--- config.mk ---
export PLATFORM = sky130hd
export DESIGN_NAME = note_gate_scheduler
export DESIGN_NICKNAME = d
export VERILOG_FILES = /design/src/rtl/midi_pkg.sv /design/src/rtl/gate_timer.sv /design/src/rtl/note_gate_scheduler.sv
export SDC_FILE = /design/constraint.sdc
export NUM_CORES = 1
export LEC_CHECK = 0
export ABC_AREA = 0
export BUFFER_PORTS_ARGS = -buffer_cell sky130_fd_sc_hd__buf_2
export CAP_MARGIN = 40
export CORE_MARGIN = 1.5
export CORE_UTILIZATION = 38
export DETAILED_ROUTE_END_ITERATION = 10
export GPL_TIMING_DRIVEN = 0
export MAX_ROUTING_LAYER = met4
export SETUP_SLACK_MARGIN = 0.4
export SLEW_MARGIN = 10
export SYNTH_ARGS = -nofsm -noshare
export SYNTH_HDL_FRONTEND = slang
export SYNTH_SLANG_ARGS = --single-unit
--- constraint.sdc ---
create_clock -name clk -period 7.8 [get_ports clk]
set_input_delay 0.78 -clock clk [delete_from_list [all_inputs] [get_ports clk]]
set_output_delay 0.78 -clock clk [all_outputs]
set_load 0.05 [all_outputs]
--- src/rtl/midi_pkg.sv ---
// -----------------------------------------------------------------------------
// midi_pkg
// Shared definitions for the generative-music MIDI chain.
//   MIDI_NOTE_W  : width of a MIDI note / velocity data byte (7 bits)
//   MIDI_VEL_OFF : velocity that turns a note-on into a note-off
//   ngs_state_e  : note_gate_scheduler FSM states
//   DRAIN_SKIP   : cycles after a trigger during which the sender's busy
//                  flag is not yet trustworthy
// -----------------------------------------------------------------------------
package midi_pkg;

    localparam int MIDI_NOTE_W = 7;

    localparam logic [MIDI_NOTE_W-1:0] MIDI_VEL_OFF = 7'd0;

    // The trigger cycle itself and the following cycle are skipped before
    // busy is trusted, because the sender only raises busy one cycle late.
    localparam logic [1:0] DRAIN_SKIP = 2'd2;

    typedef enum logic [2:0] {
        ST_IDLE      = 3'd0,
        ST_ON_REQ    = 3'd1,
        ST_ON_DRAIN  = 3'd2,
        ST_GATE      = 3'd3,
        ST_OFF_REQ   = 3'd4,
        ST_OFF_DRAIN = 3'd5
    } ngs_state_e;

endpackage

--- src/rtl/gate_timer.sv ---
// -----------------------------------------------------------------------------
// gate_timer
// Loadable down-counter that times the note gate.
//   clk, rst_n : clock, asynchronous active-low reset (count clears to 0)
//   load       : load load_val this cycle (has priority over en)
//   load_val   : value to load
//   en         : decrement by one; the counter stops at 0 and never wraps
//   done       : count is 0
// -----------------------------------------------------------------------------
module gate_timer #(
    parameter int W = 1
) (
    input  logic         clk,
    input  logic         rst_n,
    input  logic         load,
    input  logic [W-1:0] load_val,
    input  logic         en,
    output logic         done
);

    logic [W-1:0] count_d;
    logic [W-1:0] count_q;

    always_comb begin
        count_d = count_q;
        if (load) begin
            count_d = load_val;
        end else if (en && (count_q != '0)) begin
            count_d = count_q - W'(1);
        end
    end

    always_ff @(posedge clk or negedge rst_n) begin
        if (!rst_n) begin
            count_q <= '0;
        end else begin
            count_q <= count_d;
        end
    end

    assign done = (count_q == '0);

endmodule

--- src/rtl/note_gate_scheduler.sv ---
// -----------------------------------------------------------------------------
// note_gate_scheduler
// Turns single-cycle note requests into a note-on / note-off pair paced
// against the MIDI sender's busy handshake, with a one-deep pending buffer
// so a note arriving mid-gate retriggers cleanly.
//   GATE_CYCLES   : cycles from note-on completion to note-off request (>= 1)
//   VELOCITY      : note-on velocity (1..127)
//   clk, rst_n    : clock, asynchronous active-low reset
//   note_valid    : single-cycle new-note request
//   note_in       : MIDI note number, bit 7 ignored
//   busy          : sender is transmitting
//   send_trigger  : single-cycle pulse to the sender
//   send_note     : note for the sender, bit 7 always 0
//   send_velocity : VELOCITY for note-on, 0 for note-off
//   gate_active   : high from note-on trigger until note-off trigger
//   dropped       : pulses when a pending note is overwritten
// -----------------------------------------------------------------------------
module note_gate_scheduler
    import midi_pkg::*;
#(
    parameter int GATE_CYCLES = 2_700_000,
    parameter int VELOCITY    = 100
) (
    input  logic       clk,
    input  logic       rst_n,
    input  logic       note_valid,
    input  logic [7:0] note_in,
    input  logic       busy,
    output logic       send_trigger,
    output logic [7:0] send_note,
    output logic [6:0] send_velocity,
    output logic       gate_active,
    output logic       dropped
);

    localparam int TMR_W = $clog2(GATE_CYCLES + 1);
    localparam logic [TMR_W-1:0] GATE_LOAD = TMR_W'(GATE_CYCLES - 1);
    localparam logic [MIDI_NOTE_W-1:0] VEL_ON = MIDI_NOTE_W'(VELOCITY);

    ngs_state_e             state_d,        state_q;
    logic [MIDI_NOTE_W-1:0] cur_note_d,     cur_note_q;
    logic [MIDI_NOTE_W-1:0] pend_note_d,    pend_note_q;
    logic                   pend_vld_d,     pend_vld_q;
    logic [1:0]             drain_cnt_d,    drain_cnt_q;
    logic                   send_trigger_d, send_trigger_q;
    logic [MIDI_NOTE_W-1:0] send_note_d,    send_note_q;
    logic [MIDI_NOTE_W-1:0] send_vel_d,     send_vel_q;
    logic                   gate_active_d,  gate_active_q;
    logic                   dropped_d,      dropped_q;

    logic             tmr_load;
    logic [TMR_W-1:0] tmr_val;
    logic             tmr_en;
    logic             tmr_done;
    logic             drain_done;
    logic             note_msb_unused;

    assign note_msb_unused = note_in[7];

    // The sender has finished once the skip window is over and busy is low.
    assign drain_done = (drain_cnt_q == 2'd0) && !busy;
    assign tmr_en     = (state_q == ST_GATE);

    gate_timer #(
        .W (TMR_W)
    ) u_gate_timer (
        .clk      (clk),
        .rst_n    (rst_n),
        .load     (tmr_load),
        .load_val (tmr_val),
        .en       (tmr_en),
        .done     (tmr_done)
    );

    always_comb begin
        state_d        = state_q;
        cur_note_d     = cur_note_q;
        pend_note_d    = pend_note_q;
        pend_vld_d     = pend_vld_q;
        drain_cnt_d    = drain_cnt_q;
        send_trigger_d = 1'b0;
        send_note_d    = send_note_q;
        send_vel_d     = send_vel_q;
        gate_active_d  = gate_active_q;
        dropped_d      = 1'b0;
        tmr_load       = 1'b0;
        tmr_val        = '0;

        if (drain_cnt_q != 2'd0) begin
            drain_cnt_d = drain_cnt_q - 2'd1;
        end

        // Outside IDLE every new note lands in the pending buffer; the last
        // one wins and an overwrite is flagged.
        if (note_valid && (state_q != ST_IDLE)) begin
            pend_note_d = note_in[MIDI_NOTE_W-1:0];
            pend_vld_d  = 1'b1;
            dropped_d   = pend_vld_q;
        end

        case (state_q)
            ST_IDLE: begin
                if (note_valid) begin
                    cur_note_d = note_in[MIDI_NOTE_W-1:0];
                    state_d    = ST_ON_REQ;
                end
            end
            ST_ON_REQ: begin
                if (!busy) begin
                    send_trigger_d = 1'b1;
                    send_note_d    = cur_note_q;
                    send_vel_d     = VEL_ON;
                    gate_active_d  = 1'b1;
                    drain_cnt_d    = DRAIN_SKIP;
                    state_d        = ST_ON_DRAIN;
                end
            end
            ST_ON_DRAIN: begin
                if (drain_done) begin
                    tmr_load = 1'b1;
                    tmr_val  = GATE_LOAD;
                    state_d  = ST_GATE;
                end
            end
            ST_GATE: begin
                // A waiting note cuts the gate short. Clearing the timer on
                // exit keeps it at 0 whenever the FSM is outside GATE.
                if (tmr_done || pend_vld_q) begin
                    tmr_load = 1'b1;
                    tmr_val  = '0;
                    state_d  = ST_OFF_REQ;
                end
            end
            ST_OFF_REQ: begin
                if (!busy) begin
                    send_trigger_d = 1'b1;
                    send_note_d    = cur_note_q;
                    send_vel_d     = MIDI_VEL_OFF;
                    gate_active_d  = 1'b0;
                    drain_cnt_d    = DRAIN_SKIP;
                    state_d        = ST_OFF_DRAIN;
                end
            end
            ST_OFF_DRAIN: begin
                if (drain_done) begin
                    if (pend_vld_q) begin
                        // Pending moves to current; a note arriving now takes
                        // the freed slot without counting as a drop.
                        cur_note_d = pend_note_q;
                        pend_vld_d = note_valid;
                        dropped_d  = 1'b0;
                        state_d    = ST_ON_REQ;
                    end else if (note_valid) begin
                        // Same-cycle arrival is treated as if it came in IDLE.
                        cur_note_d = note_in[MIDI_NOTE_W-1:0];
                        pend_vld_d = 1'b0;
                        state_d    = ST_ON_REQ;
                    end else begin
                        state_d = ST_IDLE;
                    end
                end
            end
            default: begin
                state_d = ST_IDLE;
            end
        endcase
    end

    always_ff @(posedge clk or negedge rst_n) begin
        if (!rst_n) begin
            state_q        <= ST_IDLE;
            cur_note_q     <= '0;
            pend_note_q    <= '0;
            pend_vld_q     <= 1'b0;
            drain_cnt_q    <= 2'd0;
            send_trigger_q <= 1'b0;
            send_note_q    <= '0;
            send_vel_q     <= '0;
            gate_active_q  <= 1'b0;
            dropped_q      <= 1'b0;
        end else begin
            state_q        <= state_d;
            cur_note_q     <= cur_note_d;
            pend_note_q    <= pend_note_d;
            pend_vld_q     <= pend_vld_d;
            drain_cnt_q    <= drain_cnt_d;
            send_trigger_q <= send_trigger_d;
            send_note_q    <= send_note_d;
            send_vel_q     <= send_vel_d;
            gate_active_q  <= gate_active_d;
            dropped_q      <= dropped_d;
        end
    end

    assign send_trigger  = send_trigger_q;
    assign send_note     = {1'b0, send_note_q};
    assign send_velocity = send_vel_q;
    assign gate_active   = gate_active_q;
    assign dropped       = dropped_q;

endmodule

==> results.py <==
metrics = {
    "drt": {
        "drc": 0,
        "drt_iter0_markers": 169,
        "ant_nets": 0,
        "wl_per_cell_um": 14.7,
        "routed_wl_um": 5800,
        "viasPerCell": 5.49,
        "firstDrtPassIters": 4,
        "vias": 2164,
    },
    "finish": {
        "post-route-util_pct": 44.4,
        "final_area_mm2": 0.00298,
        "synthToLayoutAreaGrowth_pct": 13.7,
        "n_fill_cell": 677,
        "drive_above_1_share_pct": 21.7,
        "fin_cells": 394,
        "final_nets": 326,
        "diodes": 0,
        "final_common_cell": "dfrtp_1",
        "mostFrequentLayoutCells": "dfrtp_1, nand2_1, buf_2, nor2_1, a21oi_1",
    },
    "sta": {
        "fin_crit_sh_pct": 38.6,
        "clock.fmax_mhz": 332,
        "slew_headroom_pct": 48.6,
        "period_minus_slack_ns": 3.01,
        "setup_viol": 0,
        "rsz0062_at_grt": "false",
        "setup_tns_ns": 0,
        "worstMarginPinSlew_ns": 0.767,
        "clock_skew_ns": 0.0128,
        "slew_viol_final": 0,
        "hold_viol": 0,
        "whs_ns": 0.431,
    },
    "global_routing": {
        "track_usage_pct": 17.4,
        "top_usage_layer": "met2",
        "grt_pass1_wl_um": 10000,
        "grt-ovfl-total": 0,
        "use_met1_pct": 23.6,
        "grt_pass1_vias": 2111,
        "antenna_found_initial": 0,
        "grt_util_met3_pct": 2.89,
        "grt_max_degree": 32,
        "grtUsageMet2_pct": 27.2,
    },
    "critical_path": {
        "crit_start": "u_gate_timer.count_q[0]",
        "crit_fanout": 9,
        "critPathLaunchType": "flop",
        "rrSetupSlack_ns": 4.79,
        "r2r_end": "u_gate_timer.count_q[18]",
        "cp.required_ns": 7.97,
        "worst_setup_path_end_kind": "flop",
        "timing.setup.critical_path_class": "reg -> reg",
        "rr_worst_depth": 8,
        "r2r_start": "u_gate_timer.count_q[0]",
        "arrival_ns": 3.18,
    },
    "synth": {
        "yosysTopAreaCell": "dfrtp_1",
        "yosys-top-cells-area": "dfrtp_1, nand2_1, a21oi_1",
        "netlist_area_mm2": 0.00262,
        "synth_warnings": 0,
        "synthFlopType": "dfrtp_1",
        "ys_types": 53,
        "ys_seq_area_share_pct": 49.6,
        "synth_seq_cells": 52,
        "synth_edf_count": 0,
        "postSynthAreaPerCell_um2": 9.50,
        "synthCells": 276,
        "synth_top_area_share_pct": 49.6,
        "async_reset_ff_share_pct": 100,
    },
    "place": {
        "io_buffers": 23,
        "gp_congestion": 0.783,
        "placed_cells": 386,
        "dp_hpwl_um": 4070,
        "dpl-instance-area_mm2": 0.00288,
    },
    "floorplan": {
        "dieArea_mm2": 0.00741,
        "dieHeight_um": 86.1,
        "coreArea_mm2": 0.00672,
        "die_w_um": 86.1,
        "initial_core_util_pct": 39.0,
        "ioPinCount": 30,
        "rows": 30,
    },
    "worst_hold_path": {
        "hold_path_class": "in -> async",
    },
    "clock_network": {
        "cts_tree": "done",
        "post_cts_buffers": 0,
        "clk_pin_slew_ns": 0.11,
        "post_cts_resize_count": 0,
        "clk_latency_ns": 0.32,
        "cts.sinks": 52,
        "max-clock-path-buffers": 2,
        "cts_root_buf": "clkbuf_8",
        "numCtsBuffers": 5,
        "cts_max_level": 2,
        "cts_hold_buf": 0,
    },
    "power": {
        "p_leak_nw": 1.32,
        "power_density_mw_per_mm2": 420,
        "ir_worst_vdd_mv": 0.167,
    },
    "job": {
        "cap_violations": 0,
    },
    "outcome": {
        "status": "finished, final reports clean",
    },
}
==> worst max path at each step <==
stage | end | slack, ns | cells past startpoint
2_1_floorplan | u_gate_timer.count_q[10] | 5.31 | 7
3_3_place_gp | u_gate_timer.count_q[18] | 4.59 | 7
4_1_cts | u_gate_timer.count_q[18] | 4.78 | 8
3_5_place_dp | u_gate_timer.count_q[18] | 4.81 | 8
5_1_grt | u_gate_timer.count_q[18] | 4.60 | 8
6_report | u_gate_timer.count_q[18] | 4.79 | 8
==> sequential cells by signal, indices dropped and copies added, names as in the netlist <==
name                  count
send_trigger              1
send_velocity             1
drain_cnt_q               2
send_note_q               7
pend_note_q               7
cur_note_q                7
u_gate_timer.count_q     22
dropped                   1
pend_vld_q                1
state_q                   3
==> area by class of cell <==
class,count,area (um2),area share [%]
buffer,19,116,3.90
clock buffer,5,68.8,2.31
clock inverter,3,27.5,0.924
inverter,8,30.0,1.01
multi-input combinational,201,1190,39.9
sequential,52,1300,43.7
tap,80,100,3.36
timing repair buffer,26,148,4.95
==> stage by stage <==
stage	setup WS (ns)	total power, mW
2_1_floorplan	5.31	0.940
3_3_place_gp	4.59	1.07
3_5_place_dp	4.81	1.09
4_1_cts	4.78	1.26
5_1_grt	4.60	1.35
6_report	4.79	1.25
==> Yosys cell counts (all sizes together), types with 2 or more instances <==
cell	n
nand3	8
nand2	35
a221o	3
or3	4
a21oi	24
xnor2	4
mux2	7
or2	4
o31ai	7
nand4	3
o31a	2
nor4b	2
inv	7
dfrtp	52
o22ai	7
buf	12
or4	10
clkbuf	6
nor3	11
o211ai	3
xor2	2
o311ai	3
nor2	24
o21ai	13
nor4	4
==> power by group <==
part	switching [mW]	internal [mW]
logic	0.395	0.214
registers	0.0894	0.385
clock network	0.102	0.0661
==> critical path: stages, from the launching register on <==
cell and delay (ns):
dfrtp_1 0.44, inv_1 0.07, ha_1 0.21, or4b_2 0.63, nor3_1 0.52, a31oi_1 0.16
buf_4 0.21, o21ai_1 0.51, nor2_1 0.12
==> cells by family (layout without fill, tap and decap cells) <==
logic type      Yosys count  after routing  synth area share [%]
fa+ha+maj                 1              1                 0.477
flops                    52             52                  49.6
xor+xnor                  6              6                  2.00
other cells               1              5                 0.143
buf+inv                  27             61                  5.58
compound gates           70             70                  17.3
simple gates            112            112                  21.8
mux                       7              7                  3.01
==> metal layers <==
metal	share of wire [%]	routed length, um
met1	48	2800
met2	48	2760
met3	2.8	162
met4	1.4	80
met5	0	0
Note: power is estimated with default switching activity, not from simulation.
